File: config.mk
export PLATFORM = sky130hd
export DESIGN_NAME = ttt_game_ctrl
export DESIGN_NICKNAME = d
export VERILOG_FILES = /design/src/rtl/ttt_pkg.sv /design/src/rtl/ttt_win_detect.sv /design/src/rtl/ttt_game_ctrl.sv
export SDC_FILE = /design/constraint.sdc
export NUM_CORES = 1
export LEC_CHECK = 0
export BUFFER_PORTS_ARGS = -buffer_cell sky130_fd_sc_hd__buf_4
export CAP_MARGIN = 40
export CORE_ASPECT_RATIO = 1.2
export CORE_UTILIZATION = 30
export DETAILED_ROUTE_END_ITERATION = 10
export PLACE_DENSITY = 0.56
export SLEW_MARGIN = 40
export SYNTH_ARGS = -nofsm -noshare
export SYNTH_HDL_FRONTEND = slang
export SYNTH_SLANG_ARGS = --single-unit
File: constraint.sdc
create_clock -name clk -period 2.57 [get_ports clk]
set_input_delay 0.3855 -clock clk [delete_from_list [all_inputs] [get_ports clk]]
set_output_delay 0.3855 -clock clk [all_outputs]
set_load 0.02 [all_outputs]
File: src/rtl/ttt_pkg.sv
// Shared types for the N x N game controller: screen states, winner codes and
// the row/column to flat cell index mapping used by the board vectors.
package ttt_pkg;

  typedef enum logic [2:0] {
    IDLE  = 3'd0,
    PLAY  = 3'd1,
    CHECK = 3'd2,
    WIN   = 3'd3,
    DRAW  = 3'd4
  } game_state_t;

  localparam logic [1:0] W_NONE = 2'b00;
  localparam logic [1:0] W_P1   = 2'b01;
  localparam logic [1:0] W_P2   = 2'b10;

  function automatic int cell_idx(input int row, input int col, input int n);
    return row * n + col;
  endfunction

endpackage

File: src/rtl/ttt_win_detect.sv
// Combinational line detector: win is high when one player's board holds a
// complete row, column, main diagonal or anti-diagonal.
module ttt_win_detect
  import ttt_pkg::*;
#(
  parameter int N = 3
) (
  input  logic [N*N-1:0] board,
  output logic           win
);

  logic [N-1:0] w_row_win;
  logic [N-1:0] w_col_win;
  logic [N-1:0] w_diag;
  logic [N-1:0] w_anti;

  for (genvar i = 0; i < N; i++) begin : g_line
    logic [N-1:0] w_row;
    logic [N-1:0] w_col;
    for (genvar j = 0; j < N; j++) begin : g_cell
      assign w_row[j] = board[cell_idx(i, j, N)];
      assign w_col[j] = board[cell_idx(j, i, N)];
    end
    assign w_row_win[i] = &w_row;
    assign w_col_win[i] = &w_col;
    assign w_diag[i]    = board[cell_idx(i, i, N)];
    assign w_anti[i]    = board[cell_idx(i, N - 1 - i, N)];
  end

  assign win = (|w_row_win) | (|w_col_win) | (&w_diag) | (&w_anti);

endmodule

File: src/rtl/ttt_game_ctrl.sv
// Two-player N x N game controller: board, cursor, turn order, per-turn timer
// and win/draw detection. Define AUTO_MOVE_EN to auto-place a mark on timeout.
module ttt_game_ctrl
  import ttt_pkg::*;
#(
  parameter int N             = 3,
  parameter int TICKS_PER_SEC = 50_000_000,
  parameter int TURN_SECS     = 15
) (
  input  logic                      clk,
  input  logic                      rst_n,
  input  logic                      start,
  input  logic                      move_next,
  input  logic                      confirm,
  input  logic                      abort,
  output logic [2:0]                state,
  output logic [N*N-1:0]            board_p1,
  output logic [N*N-1:0]            board_p2,
  output logic [$clog2(N*N)-1:0]    cursor,
  output logic                      turn,
  output logic [6:0]                secs_left,
  output logic [1:0]                winner,
  output logic                      load
);

  localparam int CW = $clog2(N*N);
  localparam int TW = (TICKS_PER_SEC > 1) ? $clog2(TICKS_PER_SEC) : 1;
  localparam logic [CW-1:0] LAST_CELL = CW'(N*N - 1);
  localparam logic [TW-1:0] TICK_MAX  = TW'(TICKS_PER_SEC - 1);
  localparam logic [6:0]    SECS_INIT = 7'(TURN_SECS);

  game_state_t    r_state,  w_state;
  logic [N*N-1:0] r_p1,     w_p1;
  logic [N*N-1:0] r_p2,     w_p2;
  logic [CW-1:0]  r_cursor, w_cursor;
  logic           r_turn,   w_turn;
  logic [6:0]     r_secs,   w_secs;
  logic [TW-1:0]  r_tick,   w_tick;
  logic [1:0]     r_winner, w_winner;
  logic           r_load,   w_load;

  logic [N*N-1:0] w_occupied;
  logic [N*N-1:0] w_mark;
  logic [CW-1:0]  w_place;
  logic           w_do_mark;
  logic           w_win;

  assign w_occupied = r_p1 | r_p2;

  // CHECK always follows the mark, so the mover's board already holds it.
  ttt_win_detect #(.N(N)) u_win_detect (
    .board (r_turn ? r_p2 : r_p1),
    .win   (w_win)
  );

  // NOTE: every variable gets a default at the top so no branch can infer a latch.
  always_comb begin
    w_state   = r_state;
    w_p1      = r_p1;
    w_p2      = r_p2;
    w_cursor  = r_cursor;
    w_turn    = r_turn;
    w_secs    = r_secs;
    w_tick    = r_tick;
    w_winner  = r_winner;
    w_load    = 1'b0;
    w_do_mark = 1'b0;
    w_place   = r_cursor;
    w_mark    = '0;

    if (abort) begin
      w_state  = IDLE;
      w_p1     = '0;
      w_p2     = '0;
      w_winner = W_NONE;
      w_secs   = SECS_INIT;
      w_tick   = '0;
    end else if (start && (r_state == IDLE || r_state == WIN || r_state == DRAW)) begin
      w_state  = PLAY;
      w_p1     = '0;
      w_p2     = '0;
      w_turn   = 1'b0;
      w_cursor = '0;
      w_secs   = SECS_INIT;
      w_tick   = '0;
      w_winner = W_NONE;
    end else begin
      case (r_state)
        PLAY: begin
          if (confirm && !w_occupied[r_cursor]) begin
            w_do_mark = 1'b1;
          end else if (r_secs == 7'd0) begin
`ifdef AUTO_MOVE_EN
            for (int i = N*N - 1; i >= 0; i--) begin
              if (!w_occupied[i]) w_place = CW'(i);
            end
            w_do_mark = 1'b1;
`else
            w_turn = ~r_turn;
            w_secs = SECS_INIT;
            w_tick = '0;
`endif
          end else begin
            if (move_next) w_cursor = (r_cursor == LAST_CELL) ? '0 : r_cursor + 1'b1;
            // A wrap at secs_left==1 shows 0 for a cycle; the timeout fires next.
            if (r_tick == TICK_MAX) begin
              w_tick = '0;
              w_secs = r_secs - 7'd1;
            end else begin
              w_tick = r_tick + 1'b1;
            end
          end
        end
        CHECK: begin
          if (w_win) begin
            w_state  = WIN;
            w_winner = r_turn ? W_P2 : W_P1;
          end else if (&w_occupied) begin
            w_state = DRAW;
          end else begin
            w_turn  = ~r_turn;
            w_secs  = SECS_INIT;
            w_tick  = '0;
            w_state = PLAY;
          end
        end
        default: ;
      endcase
    end

    if (w_do_mark) begin
      w_mark[w_place] = 1'b1;
      if (r_turn) w_p2 = r_p2 | w_mark;
      else        w_p1 = r_p1 | w_mark;
      w_load  = 1'b1;
      w_state = CHECK;
    end
  end

  // NOTE: state registers use non-blocking assignments and a reset sampled on the clock edge.
  always_ff @(posedge clk) begin
    if (!rst_n) begin
      r_state  <= IDLE;
      r_p1     <= '0;
      r_p2     <= '0;
      r_cursor <= '0;
      r_turn   <= 1'b0;
      r_secs   <= SECS_INIT;
      r_tick   <= '0;
      r_winner <= W_NONE;
      r_load   <= 1'b0;
    end else begin
      r_state  <= w_state;
      r_p1     <= w_p1;
      r_p2     <= w_p2;
      r_cursor <= w_cursor;
      r_turn   <= w_turn;
      r_secs   <= w_secs;
      r_tick   <= w_tick;
      r_winner <= w_winner;
      r_load   <= w_load;
    end
  end

  assign state     = r_state;
  assign board_p1  = r_p1;
  assign board_p2  = r_p2;
  assign cursor    = r_cursor;
  assign turn      = r_turn;
  assign secs_left = r_secs;
  assign winner    = r_winner;
  assign load      = r_load;

endmodule
==> results.toml <==
[place]
portBuffers = 41
place.gp.congestion = 0.8397
dpl.hpwl_um = 7964
preCtsSetupSlack_ns = 0.09275

[setup_path]
crit_fanout = 7
worstSetupPathType = "reg -> reg"
setup.worst_path.end_class = "flop"
cp.arrival_ns = 2.64
cp_data_required_time_ns = 2.78
critPathLaunchType = "flop"

[global_routing]
busiest_metal_layer_after_global_routing = "met2"
met3_usage = 0.05068
grt_antenna_before_repair = 0
grt_start_max_net_pins = 27
wire_length_of_the_first_global_routing_pass_um = 18080
track_usage = 0.1863
grt_remaining_overflow = 0
first_global_vias = 3642
met2_usage = 0.3083
met1_usage = 0.2291

[floorplan]
floorplan.die.width_um = 102.3
floorplan.io_pins = 42
placementRows = 43
die-height_um = 122.3
core_region_area_um2 = 11670
starting_density = 0.3100
design.die.area_um2 = 12510

[sta]
layout_setup_ws_ns = 0.1418
finalCriticalPeriod_ns = 2.428
relSlewSlack = 0.6574
setup_tns_ns = 0
setup_violations = 0
worst_pin_slew_ns = 0.5009
rsz0062_at_grt = "false"
finalHoldViolCount = 0
min_period_over_period = 0.9448
fin_skew_ns = 0.009615
slew_violations = 0
max_freq_mhz = 411.8

[clocking]
cts.repair_timing.setup_buffer_count = 0
cts.path.max_buffers = 2
clk_transition_reported_paths_ns = 0.05
clkSinkCount = 62
numCtsBuffers = 9
clockRootBuffer = "clkbuf_16"
htree_num_levels = 3
tritoncts = "yes"
clk-insertion-delay-late_ns = 0.33

[synth]
yosys_warnings = 0
postSynthCellCount = 436
synthesis.area_um2 = 3620
yosys.area.top_type_share = 0.3429
async_flop_share = 0
number_of_enable_flip_flop_cells_after_synthesis = 0
synth_seq_cells = 62
syn_nets = 448
synth-seq-area-share = 0.3429
synth_area_leaders = "dfxtp_1, a32o_1, nand2_1"
yosys_most_used_dff = "dfxtp_1"
synth_area_per_cell_um2 = 8.302
synth_top_cell_by_area = "dfxtp_1"
post_synth_num_cell_types = 73

[finish]
share_of_post_route_cells_with_drive_strength_above_1 = 0.2256
final_util = 0.3895
layout_commonest_cell = "buf_4"
final_net_count = 499
fillCellCount = 1210
seq_area_um2 = 1242
multi_input_comb_area_um2 = 2158
mostFrequentLayoutCells = "buf_4, dfxtp_1, nand2_1"
diodes_inserted = 0
layout-area-overhead-vs-synth_pct = 25.61

[drt]
drcViolationCount = 0
total_routed_wirelength_um = 11010
dr.pass1.iters = 4
routed_via_density = 5.800
dr.first_iter.drc_count = 183
num_vias = 3764
routed_wire_length_per_instance_um = 16.97
route.antenna.remaining_nets = 0

[power_and_ir_drop]
power_density_nw_per_um2 = 524.9
standby_leakage_power_nw = 1.612
vdd_drop_max_v = 0.0004305
totalPowerFinal_mw = 2.387

[run_status]
run_status = "complete, no violations"

[worst_hold_path]
timing.hold.worst.class = "in -> reg"

[run]
maximum_capacitance_violations = 0
[kinds of logic after synthesis]
family / after synthesis / share of synthesized area
flip-flops: 62 / 0.3429
AND/OR/NAND/NOR: 178 / 0.2713
AO/OA/AOI/OAI: 136 / 0.2890
multiplexers: 2 / 0.005531
adder cells (fa/ha/maj): 6 / 0.02074
buffers and inverters: 50 / 0.06567
XOR/XNOR: 2 / 0.004840
[area by class of cell]
type                            count  area share
Clock inverter                      6     0.01871
Tap cell                          157     0.04320
Timing Repair Buffer               70      0.1211
Inverter                           20     0.01651
Clock buffer                       10     0.05256
Sequential cell                    62      0.2733
Multi-Input combinational cell    324      0.4747
[timing repair]
item                                    4_1_cts  5_1_grt
endpoints found under the hold margin         0        0
resized for setup                             0        5
hold buffers                                  0        0
endpoints found under the setup margin        0       15
[worst paths after layout]
check,slack (ns),from,endpoint,depth (start not counted)
worst max-delay path,0.14,board_p1[2]$_SDFF_PN0_,secs_left[0]$_SDFFE_PP1P_,6
worst min-delay path,0.37,rst_n,cursor[3]$_SDFFE_PN0P_,2
worst max register to register,0.14,board_p1[2]$_SDFF_PN0_,secs_left[0]$_SDFFE_PP1P_,6
worst min register to register,0.49,r_tick[16]$_SDFFE_PP0P_,r_tick[16]$_SDFFE_PP0P_,2
[state kept, by name (all words and copies together) (netlist names)]
signal	flops
turn	1
cursor	4
load	1
state	3
r_tick	26
winner	2
board_p1	9
secs_left	7
board_p2	9
[metal layers]
layer	part of all wire	routed length [um]
met2	0.50	5502
met4	0.017	184
met1	0.44	4823
met3	0.046	504
met5	0	0
[power breakdown]
| part | leakage [nW] | internal [mW] | switching, mW | total (mW) |
|---|---|---|---|---|
| clock network | 0.154 | 0.871 | 0.440 | 1.31 |
| registers | 0.500 | 0.964 | 0.00421 | 0.968 |
| logic | 0.958 | 0.0369 | 0.0715 | 0.108 |
[synthesized netlist by cell type (all sizes together) (5+ instances only)]
master / number
buf: 11
a21oi: 14
nand3: 22
ha: 6
nor3: 22
a311oi: 10
and2: 7
o221ai: 6
nand2: 41
nor2: 26
a22o: 6
or2: 5
nand4: 7
nor3b: 5
or3: 6
o22ai: 10
a2111oi: 5
a22oi: 9
a31oi: 14
inv: 20
nor4: 8
o21ai: 13
dfxtp: 62
a32o: 16
clkbuf: 19
and3: 9
[per-stage QoR]
stage	cell area [um^2]	hold WS, ns	instances
after global routing	4547	0.3726	649
after detailed placement	4207	0.4744	633
after floorplan	3620	0.4396	436
final	4547	0.3682	649
after global placement	4207	0.4631	633
after CTS	4531	0.3490	649
[critical path, cell delays in order, from the launching register on]
cell	delay, ns
dfxtp_1	0.51
nor4_1	0.10
or4_4	0.43
o21a_4	0.25
a21bo_1	0.24
or4_4	0.57
o22a_1	0.22
No activity file was read; power rests on OpenSTA's default activity.
